### src/rtl/mem_pkg.sv
// Shared definitions for the MEM-stage access controller: opcodes, FSM states,
// access sizes and the opcode classifier.
package mem_pkg;

    localparam logic [5:0] OP_LB  = 6'h20;
    localparam logic [5:0] OP_LH  = 6'h21;
    localparam logic [5:0] OP_LW  = 6'h23;
    localparam logic [5:0] OP_LBU = 6'h24;
    localparam logic [5:0] OP_LHU = 6'h25;
    localparam logic [5:0] OP_SB  = 6'h28;
    localparam logic [5:0] OP_SH  = 6'h29;
    localparam logic [5:0] OP_SW  = 6'h2B;

    typedef enum logic [1:0] {
        IDLE = 2'd0,
        RD   = 2'd1,
        WR   = 2'd2,
        RESP = 2'd3
    } state_t;

    typedef enum logic [1:0] {
        SZ_BYTE = 2'd0,
        SZ_HALF = 2'd1,
        SZ_WORD = 2'd2
    } size_t;

    typedef struct packed {
        logic  is_load;
        logic  is_store;
        logic  is_signed;
        size_t size;
    } op_info_t;

    function automatic op_info_t classify_op(input logic [5:0] op);
        op_info_t info;
        info = '{is_load: 1'b0, is_store: 1'b0, is_signed: 1'b0, size: SZ_WORD};
        case (op)
            OP_LB:   info = '{is_load: 1'b1, is_store: 1'b0, is_signed: 1'b1, size: SZ_BYTE};
            OP_LH:   info = '{is_load: 1'b1, is_store: 1'b0, is_signed: 1'b1, size: SZ_HALF};
            OP_LW:   info = '{is_load: 1'b1, is_store: 1'b0, is_signed: 1'b0, size: SZ_WORD};
            OP_LBU:  info = '{is_load: 1'b1, is_store: 1'b0, is_signed: 1'b0, size: SZ_BYTE};
            OP_LHU:  info = '{is_load: 1'b1, is_store: 1'b0, is_signed: 1'b0, size: SZ_HALF};
            OP_SB:   info = '{is_load: 1'b0, is_store: 1'b1, is_signed: 1'b0, size: SZ_BYTE};
            OP_SH:   info = '{is_load: 1'b0, is_store: 1'b1, is_signed: 1'b0, size: SZ_HALF};
            OP_SW:   info = '{is_load: 1'b0, is_store: 1'b1, is_signed: 1'b0, size: SZ_WORD};
            default: info = '{is_load: 1'b0, is_store: 1'b0, is_signed: 1'b0, size: SZ_WORD};
        endcase
        return info;
    endfunction

    function automatic logic is_misaligned(input size_t sz, input logic [1:0] lane);
        return ((sz == SZ_HALF) && lane[0]) || ((sz == SZ_WORD) && (lane != 2'b00));
    endfunction

endpackage

### src/rtl/mem_access_ctrl_if.sv
// Request/response and memory-port bundle of the MEM-stage controller.
// slave is the controller's view, master is the pipeline-plus-memory side.
interface mem_access_ctrl_if #(
    parameter int AW = 8
);
    logic          req_valid;
    logic          req_ready;
    logic [5:0]    opcode;
    logic [31:0]   addr;
    logic [31:0]   wdata;
    logic          resp_valid;
    logic [31:0]   rdata;
    logic          misalign;
    logic          busy;
    logic [AW-1:0] mem_address;
    logic [31:0]   mem_write_data;
    logic          mem_read;
    logic          mem_write;
    logic [31:0]   mem_read_data;

    modport slave (
        input  req_valid, opcode, addr, wdata, mem_read_data,
        output req_ready, resp_valid, rdata, misalign, busy,
               mem_address, mem_write_data, mem_read, mem_write
    );

    modport master (
        output req_valid, opcode, addr, wdata, mem_read_data,
        input  req_ready, resp_valid, rdata, misalign, busy,
               mem_address, mem_write_data, mem_read, mem_write
    );
endinterface

### src/rtl/mem_lane_align.sv
// Little-endian lane handling: extracts and extends load data from a memory
// word, and merges sub-word store data into the old word for read-modify-write.
module mem_lane_align
    import mem_pkg::*;
(
    input  logic [31:0] word,
    input  logic [31:0] wdata,
    input  logic [1:0]  lane,
    input  size_t       size,
    input  logic        is_signed,
    output logic [31:0] load_data,
    output logic [31:0] store_word
);
    logic [7:0]  byte_v;
    logic [15:0] half_v;

    always_comb begin
        byte_v = word[7:0];
        case (lane)
            2'd1:    byte_v = word[15:8];
            2'd2:    byte_v = word[23:16];
            2'd3:    byte_v = word[31:24];
            default: byte_v = word[7:0];
        endcase
        half_v = lane[1] ? word[31:16] : word[15:0];

        load_data = word;
        case (size)
            SZ_BYTE: load_data = {{24{is_signed & byte_v[7]}}, byte_v};
            SZ_HALF: load_data = {{16{is_signed & half_v[15]}}, half_v};
            default: load_data = word;
        endcase

        store_word = word;
        case (size)
            SZ_BYTE: begin
                case (lane)
                    2'd1:    store_word[15:8]  = wdata[7:0];
                    2'd2:    store_word[23:16] = wdata[7:0];
                    2'd3:    store_word[31:24] = wdata[7:0];
                    default: store_word[7:0]   = wdata[7:0];
                endcase
            end
            SZ_HALF: begin
                if (lane[1]) store_word[31:16] = wdata[15:0];
                else         store_word[15:0]  = wdata[15:0];
            end
            default: store_word = wdata;
        endcase
    end
endmodule

### src/rtl/mem_access_ctrl.sv
// MEM-stage initiator: one load/store per transaction, sub-word stores done as
// read-modify-write on the word-granular memory; busy stalls the pipeline.
//
// state | meaning
// IDLE  | ready for a request, strobes low
// RD    | mem_read held MEM_LAT cycles, word sampled on the last one
// WR    | single-cycle mem_write (SW, or merged word for SB/SH)
// RESP  | one-cycle resp_valid with rdata/misalign
module mem_access_ctrl
    import mem_pkg::*;
#(
    parameter int MEM_LAT = 1,
    parameter int AW      = 8
) (
    input  logic             clk,
    input  logic             rst_n,
    mem_access_ctrl_if.slave bus
);
    localparam int            CW       = (MEM_LAT > 1) ? $clog2(MEM_LAT) : 1;
    localparam logic [CW-1:0] LAT_LAST = CW'(MEM_LAT - 1);

    state_t        state;
    logic          is_store_q;
    logic          is_signed_q;
    size_t         size_q;
    logic [1:0]    lane_q;
    logic [31:0]   wdata_q;
    logic [CW-1:0] lat_cnt;

    op_info_t      op_in;
    logic          misal_in;
    logic [31:0]   load_data;
    logic [31:0]   store_word;

    assign op_in    = classify_op(bus.opcode);
    assign misal_in = (op_in.is_load | op_in.is_store) & is_misaligned(op_in.size, bus.addr[1:0]);

    // Fed straight from memory so the RD-exit edge can register the final value.
    mem_lane_align u_align (
        .word       (bus.mem_read_data),
        .wdata      (wdata_q),
        .lane       (lane_q),
        .size       (size_q),
        .is_signed  (is_signed_q),
        .load_data  (load_data),
        .store_word (store_word)
    );

    always_ff @(posedge clk or negedge rst_n) begin
        if (!rst_n) begin
            state              <= IDLE;
            is_store_q         <= 1'b0;
            is_signed_q        <= 1'b0;
            size_q             <= SZ_WORD;
            lane_q             <= 2'b00;
            wdata_q            <= '0;
            lat_cnt            <= '0;
            bus.req_ready      <= 1'b1;
            bus.resp_valid     <= 1'b0;
            bus.rdata          <= '0;
            bus.misalign       <= 1'b0;
            bus.busy           <= 1'b0;
            bus.mem_address    <= '0;
            bus.mem_write_data <= '0;
            bus.mem_read       <= 1'b0;
            bus.mem_write      <= 1'b0;
        end else begin
            case (state)
                IDLE: begin
                    if (bus.req_valid) begin
                        is_store_q    <= op_in.is_store;
                        is_signed_q   <= op_in.is_signed;
                        size_q        <= op_in.size;
                        lane_q        <= bus.addr[1:0];
                        wdata_q       <= bus.wdata;
                        bus.req_ready <= 1'b0;
                        bus.busy      <= 1'b1;
                        if (!(op_in.is_load || op_in.is_store) || misal_in) begin
                            state          <= RESP;
                            bus.resp_valid <= 1'b1;
                            bus.rdata      <= '0;
                            bus.misalign   <= misal_in;
                        end else begin
                            bus.mem_address <= bus.addr[AW+1:2];
                            if (op_in.is_store && (op_in.size == SZ_WORD)) begin
                                state              <= WR;
                                bus.mem_write      <= 1'b1;
                                bus.mem_write_data <= bus.wdata;
                            end else begin
                                state        <= RD;
                                bus.mem_read <= 1'b1;
                                lat_cnt      <= LAT_LAST;
                            end
                        end
                    end
                end
                RD: begin
                    if (lat_cnt == '0) begin
                        bus.mem_read <= 1'b0;
                        if (is_store_q) begin
                            state              <= WR;
                            bus.mem_write      <= 1'b1;
                            bus.mem_write_data <= store_word;
                        end else begin
                            state          <= RESP;
                            bus.resp_valid <= 1'b1;
                            bus.rdata      <= load_data;
                        end
                    end else begin
                        lat_cnt <= lat_cnt - 1'b1;
                    end
                end
                WR: begin
                    bus.mem_write  <= 1'b0;
                    state          <= RESP;
                    bus.resp_valid <= 1'b1;
                    bus.rdata      <= '0;
                end
                RESP: begin
                    bus.resp_valid <= 1'b0;
                    bus.rdata      <= '0;
                    bus.misalign   <= 1'b0;
                    bus.req_ready  <= 1'b1;
                    bus.busy       <= 1'b0;
                    state          <= IDLE;
                end
                default: state <= IDLE;
            endcase
        end
    end
endmodule

### src/flat_wrapper.sv
// flat-port wrapper written by rule: the top's interface ports become plain ports
module mem_access_ctrl_flat import mem_pkg::*;
#(
    parameter int MEM_LAT = 1,
    parameter int AW      = 8
)
  (clk, rst_n, bus_req_valid, bus_opcode, bus_addr, bus_wdata, bus_mem_read_data, bus_req_ready, bus_resp_valid, bus_rdata, bus_misalign, bus_busy, bus_mem_address, bus_mem_write_data, bus_mem_read, bus_mem_write);
  mem_access_ctrl_if #(.AW(AW)) bus_i ();
  input  logic clk;
  input  logic rst_n;
  input wire logic [$bits(bus_i.req_valid)-1:0] bus_req_valid;
  input wire logic [$bits(bus_i.opcode)-1:0] bus_opcode;
  input wire logic [$bits(bus_i.addr)-1:0] bus_addr;
  input wire logic [$bits(bus_i.wdata)-1:0] bus_wdata;
  input wire logic [$bits(bus_i.mem_read_data)-1:0] bus_mem_read_data;
  output wire logic [$bits(bus_i.req_ready)-1:0] bus_req_ready;
  output wire logic [$bits(bus_i.resp_valid)-1:0] bus_resp_valid;
  output wire logic [$bits(bus_i.rdata)-1:0] bus_rdata;
  output wire logic [$bits(bus_i.misalign)-1:0] bus_misalign;
  output wire logic [$bits(bus_i.busy)-1:0] bus_busy;
  output wire logic [$bits(bus_i.mem_address)-1:0] bus_mem_address;
  output wire logic [$bits(bus_i.mem_write_data)-1:0] bus_mem_write_data;
  output wire logic [$bits(bus_i.mem_read)-1:0] bus_mem_read;
  output wire logic [$bits(bus_i.mem_write)-1:0] bus_mem_write;
  assign bus_i.req_valid = bus_req_valid;
  assign bus_i.opcode = bus_opcode;
  assign bus_i.addr = bus_addr;
  assign bus_i.wdata = bus_wdata;
  assign bus_i.mem_read_data = bus_mem_read_data;
  assign bus_req_ready = bus_i.req_ready;
  assign bus_resp_valid = bus_i.resp_valid;
  assign bus_rdata = bus_i.rdata;
  assign bus_misalign = bus_i.misalign;
  assign bus_busy = bus_i.busy;
  assign bus_mem_address = bus_i.mem_address;
  assign bus_mem_write_data = bus_i.mem_write_data;
  assign bus_mem_read = bus_i.mem_read;
  assign bus_mem_write = bus_i.mem_write;
  mem_access_ctrl #(.MEM_LAT(MEM_LAT), .AW(AW)) u_core (.clk(clk), .rst_n(rst_n), .bus(bus_i));
endmodule
### config.mk
export PLATFORM = sky130hd
export DESIGN_NAME = mem_access_ctrl_flat
export DESIGN_NICKNAME = d
export VERILOG_FILES = /design/src/rtl/mem_pkg.sv /design/src/rtl/mem_access_ctrl_if.sv /design/src/rtl/mem_lane_align.sv /design/src/rtl/mem_access_ctrl.sv /design/src/flat_wrapper.sv
export SDC_FILE = /design/constraint.sdc
export NUM_CORES = 1
export LEC_CHECK = 0
export BUFFER_PORTS_ARGS = -buffer_cell sky130_fd_sc_hd__buf_4
export CORE_AREA = 5 5 112 114
export CTS_CLUSTER_SIZE = 30
export DETAILED_ROUTE_END_ITERATION = 8
export DIE_AREA = 0 0 117 119
export PLACE_DENSITY = 0.84
export SLEW_MARGIN = 10
export SYNTH_ARGS = -nofsm -noshare
export SYNTH_HDL_FRONTEND = slang
export SYNTH_SLANG_ARGS = --single-unit
### constraint.sdc
create_clock -name clk -period 3.41 [get_ports clk]
set_input_delay 1.023 -clock clk [delete_from_list [all_inputs] [get_ports clk]]
set_output_delay 1.023 -clock clk [all_outputs]
set_load 0.01 [all_outputs]
## After elaboration in Yosys (flattened, before gate mapping)

Index checks and enable logic that the tools add are counted.

| word-level totals | value |
|---|---|
| register bits after elaboration | 119 |
| latch bits | 0 |
| memory bits (writable) | 0 |
| bits in read-only memories | 0 |
| word-level logic and storage cells | 128 |
| memories kept | 0 |

| cells by class | value |
|---|---|
| add/sub/neg operators | 1 |
| multipliers | 0 |
| divide/modulo/power cells | 0 |
| magnitude comparators | 0 |
| equal/unequal tests | 25 |
| shifts and indexed selects | 0 |
| mux-type cells | 56 |
| bitwise operators | 5 |
| reductions and logical operators | 25 |

Operators by type and width:

| cell | number |
|---|---|
| 32-bit two-way mux | 9 |
| 32-bit one-hot mux with 2 select lines | 3 |
| 32-bit one-hot mux with 3 select lines | 1 |
| 6-bit equality test, second input constant | 8 |
| 16-bit two-way mux | 3 |
| 5-bit one-hot mux with 8 select lines | 1 |
| 8-bit two-way mux | 4 |
| 8-bit one-hot mux with 3 select lines | 1 |
| 1-bit two-way mux | 22 |
| 6-bit AND reduction | 2 |
| 2-bit equality test, second input constant | 5 |
| 2-bit inequality test, second input constant | 5 |
| 1-bit one-hot mux with 2 select lines | 5 |
| 2-bit by 1-bit equality test with 1-bit output, second input constant | 4 |
| 2-bit two-way mux | 4 |
| 2-bit one-hot mux with 4 select lines | 1 |
| 4-bit AND reduction | 2 |
| 2-bit by 1-bit inequality test with 1-bit output, second input constant | 3 |
| 2-bit AND reduction | 3 |
| 3-bit AND reduction | 2 |
| 2-bit nonzero test | 3 |
| 5-bit AND reduction | 1 |
| 2-bit logical NOT | 2 |
| 1-bit one-hot mux with 4 select lines | 1 |
| 11 further kinds | 17 |

## Longest topological paths before layout

| logic depth | value |
|---|---|
| depth after elaboration | 10 |
| depth in mapped cells | 9 |
| mapped depth without buffers | 7 |

## Modules after synthesis

A second synthesis with hierarchy kept.

| second synthesis, totals | value |
|---|---|
| cells, all modules | 588 |
| area, all modules | 6856.6 um^2 |

By module, submodules not included:

| module | times used | cells an instance | area each (um^2) |
|---|---|---|---|
| mem_access_ctrl | 1 | 352 | 5143.7 |
| mem_lane_align | 1 | 236 | 1712.9 |

## Worst setup path after synthesis

OpenSTA, ideal clock, no wires.

| path | value |
|---|---|
| path kind | input to register |
| start | in bus_opcode[2] |
| end | reg u_core.bus.mem_address[0] in the netlist's numbering |
| setup time | 125 ps |
| arrival | 2187 ps |
| slack | 1099 ps |
| cell stages on the path | 6 |
| path through | nor3b_2 and3_1 buf_4 nor2_1 nor2_4 mux2_2 |

| between the ends | value |
|---|---|
| cells in the longest elaborated chain, start to end | 9 |
| elaborated cells between the ends (all ways) | 21 |
| those cells by class | eq/ne (10); mux (1); bitwise (3); reduce/logical (7) |

RTL lines:

| element | RTL line | source |
|---|---|---|
| start, declared | flat_wrapper.sv:12 | `input wire logic [$bits(bus_i.opcode)-1:0] bus_opcode;` |
| 6-bit equality test | mem_pkg.sv:37 | `case (op)` |
| 5-bit one-hot mux with 8 select lines (*) | mem_pkg.sv:37 |  |
| 2-bit by 1-bit equality test with 1-bit output / 2-bit equality test (equally long branches) | mem_pkg.sv:52 | `return ((sz == SZ_HALF) && lane[0]) \|\| ((sz == SZ_WORD) && (lane != 2'b00));` |
| 1-bit logical AND | mem_pkg.sv:52 |  |
| 1-bit logical OR | mem_pkg.sv:52 |  |
| 1-bit bitwise AND | mem_access_ctrl.sv:36 | `assign misal_in = (op_in.is_load \| op_in.is_store) & is_misaligned(op_in.size, bus.addr[1:0]);` |
| 1-bit logical OR (*) | mem_access_ctrl.sv:78 | `if (!(op_in.is_load \|\| op_in.is_store) \|\| misal_in) begin` |
| 1-bit NOT (no line) (*) | -- |  |
| 3-bit AND reduction (no line) (*) | -- |  |
| end signal, assigned | mem_access_ctrl.sv:84 | `bus.mem_address <= bus.addr[AW+1:2];` |
| end, declared | mem_access_ctrl_if.sv:24 | `mem_address, mem_write_data, mem_read, mem_write` |

Mark *: on every way between the ends. The rest lies on a longest branch, timed or not.
A chain may end at the register's enable or synchronous reset.

## Worst setup path after layout

| path | value |
|---|---|
| start | reg u_core.state[1] |
| end | reg u_core.bus.mem_write_data[28] in the netlist's numbering |

| between the ends | value |
|---|---|
| cells in the longest elaborated chain, start to end | 3 |
| elaborated cells between the ends (all ways) | 10 |
| those cells by class | eq/ne (6); mux (1); reduce/logical (3) |

RTL lines:

| element | RTL line | source |
|---|---|---|
| start, declared | mem_access_ctrl.sv:22 | `state_t state;` |
| start signal, assigned | mem_access_ctrl.sv:51 | `state <= IDLE;` |
| start signal, assigned | mem_access_ctrl.sv:79 | `state <= RESP;` |
| start signal, assigned | mem_access_ctrl.sv:86 | `state <= WR;` |
| 2-bit by 1-bit equality test with 1-bit output / 2-bit logical NOT (equally long branches) | mem_access_ctrl.sv:68 | `case (state)` |
| 2-bit by 1-bit inequality test with 1-bit output (no line), or another cell as far along | -- |  |
| 6-bit AND reduction (no line) | -- |  |
| end signal, assigned | mem_access_ctrl.sv:88 | `bus.mem_write_data <= bus.wdata;` |
| end signal, assigned | mem_access_ctrl.sv:103 | `bus.mem_write_data <= store_word;` |
| end, declared | mem_access_ctrl_if.sv:24 |  |

Parallel ways exist; a longest one is shown, timed or not.

==> impl_metrics.json <==
{
  "status": "completed",
  "rsz0062_at_grt": "no",
  "synthCells": 651,
  "diodes": 0,
  "ir_drop_mv": 0.752,
  "synth_area_per_cell_um2": 9.68,
  "netlist_area_mm2": 0.00630,
  "fin_crit_ns": 2.53,
  "cp_slowest_cell": "ha_2",
  "synth_area_leader_cell": "dfrtp_1",
  "multi_input_area_mm2": 0.00306,
  "yosysMostFrequentCell": "dfrtp_1",
  "required_ns": 3.71,
  "nets": 902,
  "post_cts_buffers": 0,
  "dp.final_hpwl_um": 14300,
  "gp_congestion": 1.06,
  "drt_iter0_drc": 714,
  "die_width_um": 117,
  "clk_latency_ns": 0.42,
  "path_cells": "inv_1 -> ha_2 -> and2b_1 -> nor3_2 -> a32oi_4 -> buf_12 -> nor2_1 -> a22o_1",
  "met3_usage": 0.0644,
  "fin_crit_sh": 0.741,
  "cts_tree": "yes",
  "synth_edf_count": 0,
  "holdWs_ns": 0.481,
  "cts-root-buf": "clkbuf_16",
  "grt_pass1_vias": 5705,
  "coreArea_mm2": 0.0113,
  "pin_count": 183,
  "critPathArrivalTime_ns": 2.83,
  "n_fill_cell": 868,
  "maxCapViolCount": 0,
  "grt_max_degree": 65,
  "regArea_mm2": 0.00296,
  "cts_max_level": 4,
  "cts.sink_count": 118,
  "cts_resized": 0,
  "antenna_found_initial": 0,
  "start_util": 0.557,
  "io_buffer_count": 160,
  "slew_headroom": 0.269,
  "yosysTopAreaCellShare": 0.461,
  "leakagePower_nw": 3.80,
  "ys_warn_count": 0,
  "cts.clk_slew.worst_paths_ns": 0.05,
  "ant_nets": 0,
  "synth_area_leaders": "dfrtp_1 (46%), mux2_2 (10%), nand2_1 (6.0%)",
  "route.detailed.drc": 0,
  "tns_ns": 0,
  "top_usage_layer": "met2",
  "setup_viol": 0,
  "cts_hold_buf": 0,
  "final_util": 0.716,
  "ys_seq_area_frac": 0.469,
  "globalRouteTotalUtil": 0.289,
  "vias_per_cell": 6.11,
  "use_met2": 0.472,
  "grt_remaining_overflow": 0,
  "vias": 5799,
  "crit_fanout": 64,
  "worstSetupStartpointType": "flip-flop",
  "die_area_mm2": 0.0139,
  "syn_to_final_growth_pct": 28.6,
  "wl_per_cell_um": 20.8,
  "skew_ns": 0.00923,
  "ys_ff_latch": 118,
  "synth-main-ff-cell": "dfrtp_1",
  "p_per_area_mw_per_mm2": 894,
  "synth.net_count": 760,
  "fmax_mhz": 396,
  "tightest_slew_ns": 1.09,
  "crit_path_max_incr_delay_ns": 0.63,
  "critPathKind": "reg -> reg",
  "synthArstFlopShare": 1.00,
  "synth.top_cells.by_count": "dfrtp_1 (116), nand2_1 (100), nor2_1 (67)",
  "layout-drive-gt1-share": 0.350,
  "rows": 39,
  "die_height_um": 119,
  "synth_cell_types": 54,
  "first_pass_iters": 5,
  "hold_path_class": "reg -> reg",
  "slew_viol_final": 0,
  "wirelength_um": 19700,
  "clockBufferDepth": 2,
  "finalHoldViolCount": 0,
  "grtUsageMet1": 0.372,
  "cp-end-kind": "flip-flop",
  "cts_made_buffers": 17,
  "grt_pass1_wl_um": 31200
}
[layer usage]
metal  wire length [um]  vias up
li1                   -     2645
met1               7680     2822
met2               9860      287
met3               1560       45
met4                592        0
met5                  0        -
[area by class of cell]
type	count	area share
multi-input combinational	474	0.377
sequential	118	0.365
timing repair buffer	170	0.162
clock buffer	23	0.0590
tap	143	0.0221
clock inverter	9	0.00942
inverter	12	0.00556
[final timing paths]
path	startpoint	to	slack [ns]	cells past startpoint
worst max-delay path	u_core.state[1]	u_core.bus.mem_write_data[28]	0.88	8
worst min-delay path	u_core.bus.rdata[25]	u_core.bus.rdata[25]	0.48	2
worst max register to register	u_core.state[1]	u_core.bus.mem_write_data[28]	0.88	8
worst min register to register	u_core.bus.rdata[25]	u_core.bus.rdata[25]	0.48	2
max in group asynchronous	rst_n	u_core.wdata_q[27]	2.07	2
min in group asynchronous	rst_n	u_core.bus.mem_write_data[10]	0.57	1
[kinds of logic after synthesis]
logic type,count (synthesis),share of synthesized area
DFF,118,0.469
muxes,60,0.109
buffers and inverters,59,0.0463
adders and majority gates,4,0.00794
AOI/OAI and AO/OA,190,0.216
and+or+nand+nor,220,0.153
[per-stage QoR]
stage / power, mW / cell area (um2) / std cells / setup slack [ns]
global route: 7.67 / 8110 / 949 / 0.703
CTS: 7.24 / 8110 / 949 / 0.883
finish: 7.25 / 8110 / 949 / 0.883
floorplan: 4.35 / 6300 / 651 / 1.10
global placement: 5.41 / 7550 / 917 / 0.745
detailed placement: 5.54 / 7550 / 917 / 0.723
[worst max-delay path: cells and delay by family, from the launching register on]
| family | cells | cell delay, ns |
|---|---|---|
| adders and majority gates | 1 | 0.63 |
| and+or+nand+nor | 3 | 0.55 |
| buffers and inverters | 2 | 0.39 |
| AOI/OAI and AO/OA | 2 | 0.44 |
| DFF | 1 | 0.40 |
[cell usage in the layout (no fill, tap or decap), types with 3 or more instances in the layout]
cell type,synthesis,final
a211o_1,14,14
a21oi_1,16,16
a221oi_1,9,9
a22o_1,8,8
a22oi_1,16,16
and3_1,9,9
buf_12,0,3
buf_4,8,167
clkbuf_1,16,3
clkbuf_16,0,17
clkbuf_8,0,3
clkinv_2,0,6
dfrtp_1,116,116
ha_1,4,3
inv_1,10,10
mux2_2,57,57
nand2_1,100,100
nand2b_1,4,4
nand3_1,22,22
nand4_1,3,3
nor2_1,67,67
nor3_1,4,4
o21a_1,10,10
o21ai_0,43,43
o21ai_2,11,11
o221ai_1,6,6
o22ai_1,26,26
o31ai_1,16,16
[power breakdown]
group | leakage (nW) | internal (mW) | total, mW | switching, mW
logic | 2.02 | 1.41 | 3.08 | 1.67
clock network | 0.276 | 1.05 | 1.69 | 0.636
registers | 1.51 | 1.97 | 2.48 | 0.505
[sequential cells by signal (all words and copies together), names as in the netlist]
| name | count |
|---|---|
| u_core.bus.mem_read | 1 |
| u_core.bus.mem_address | 8 |
| u_core.bus.mem_write_data | 32 |
| u_core.bus.mem_write | 1 |
| u_core.bus.req_ready | 1 |
| u_core.bus.resp_valid | 1 |
| u_core.is_signed_q | 1 |
| u_core.is_store_q | 1 |
| u_core.bus.busy | 1 |
| u_core.size_q | 2 |
| u_core.wdata_q | 32 |
| u_core.bus.misalign | 1 |
| u_core.state | 2 |
| u_core.bus.rdata | 32 |
| u_core.lane_q | 2 |
Power figures use the tool's default switching activity.
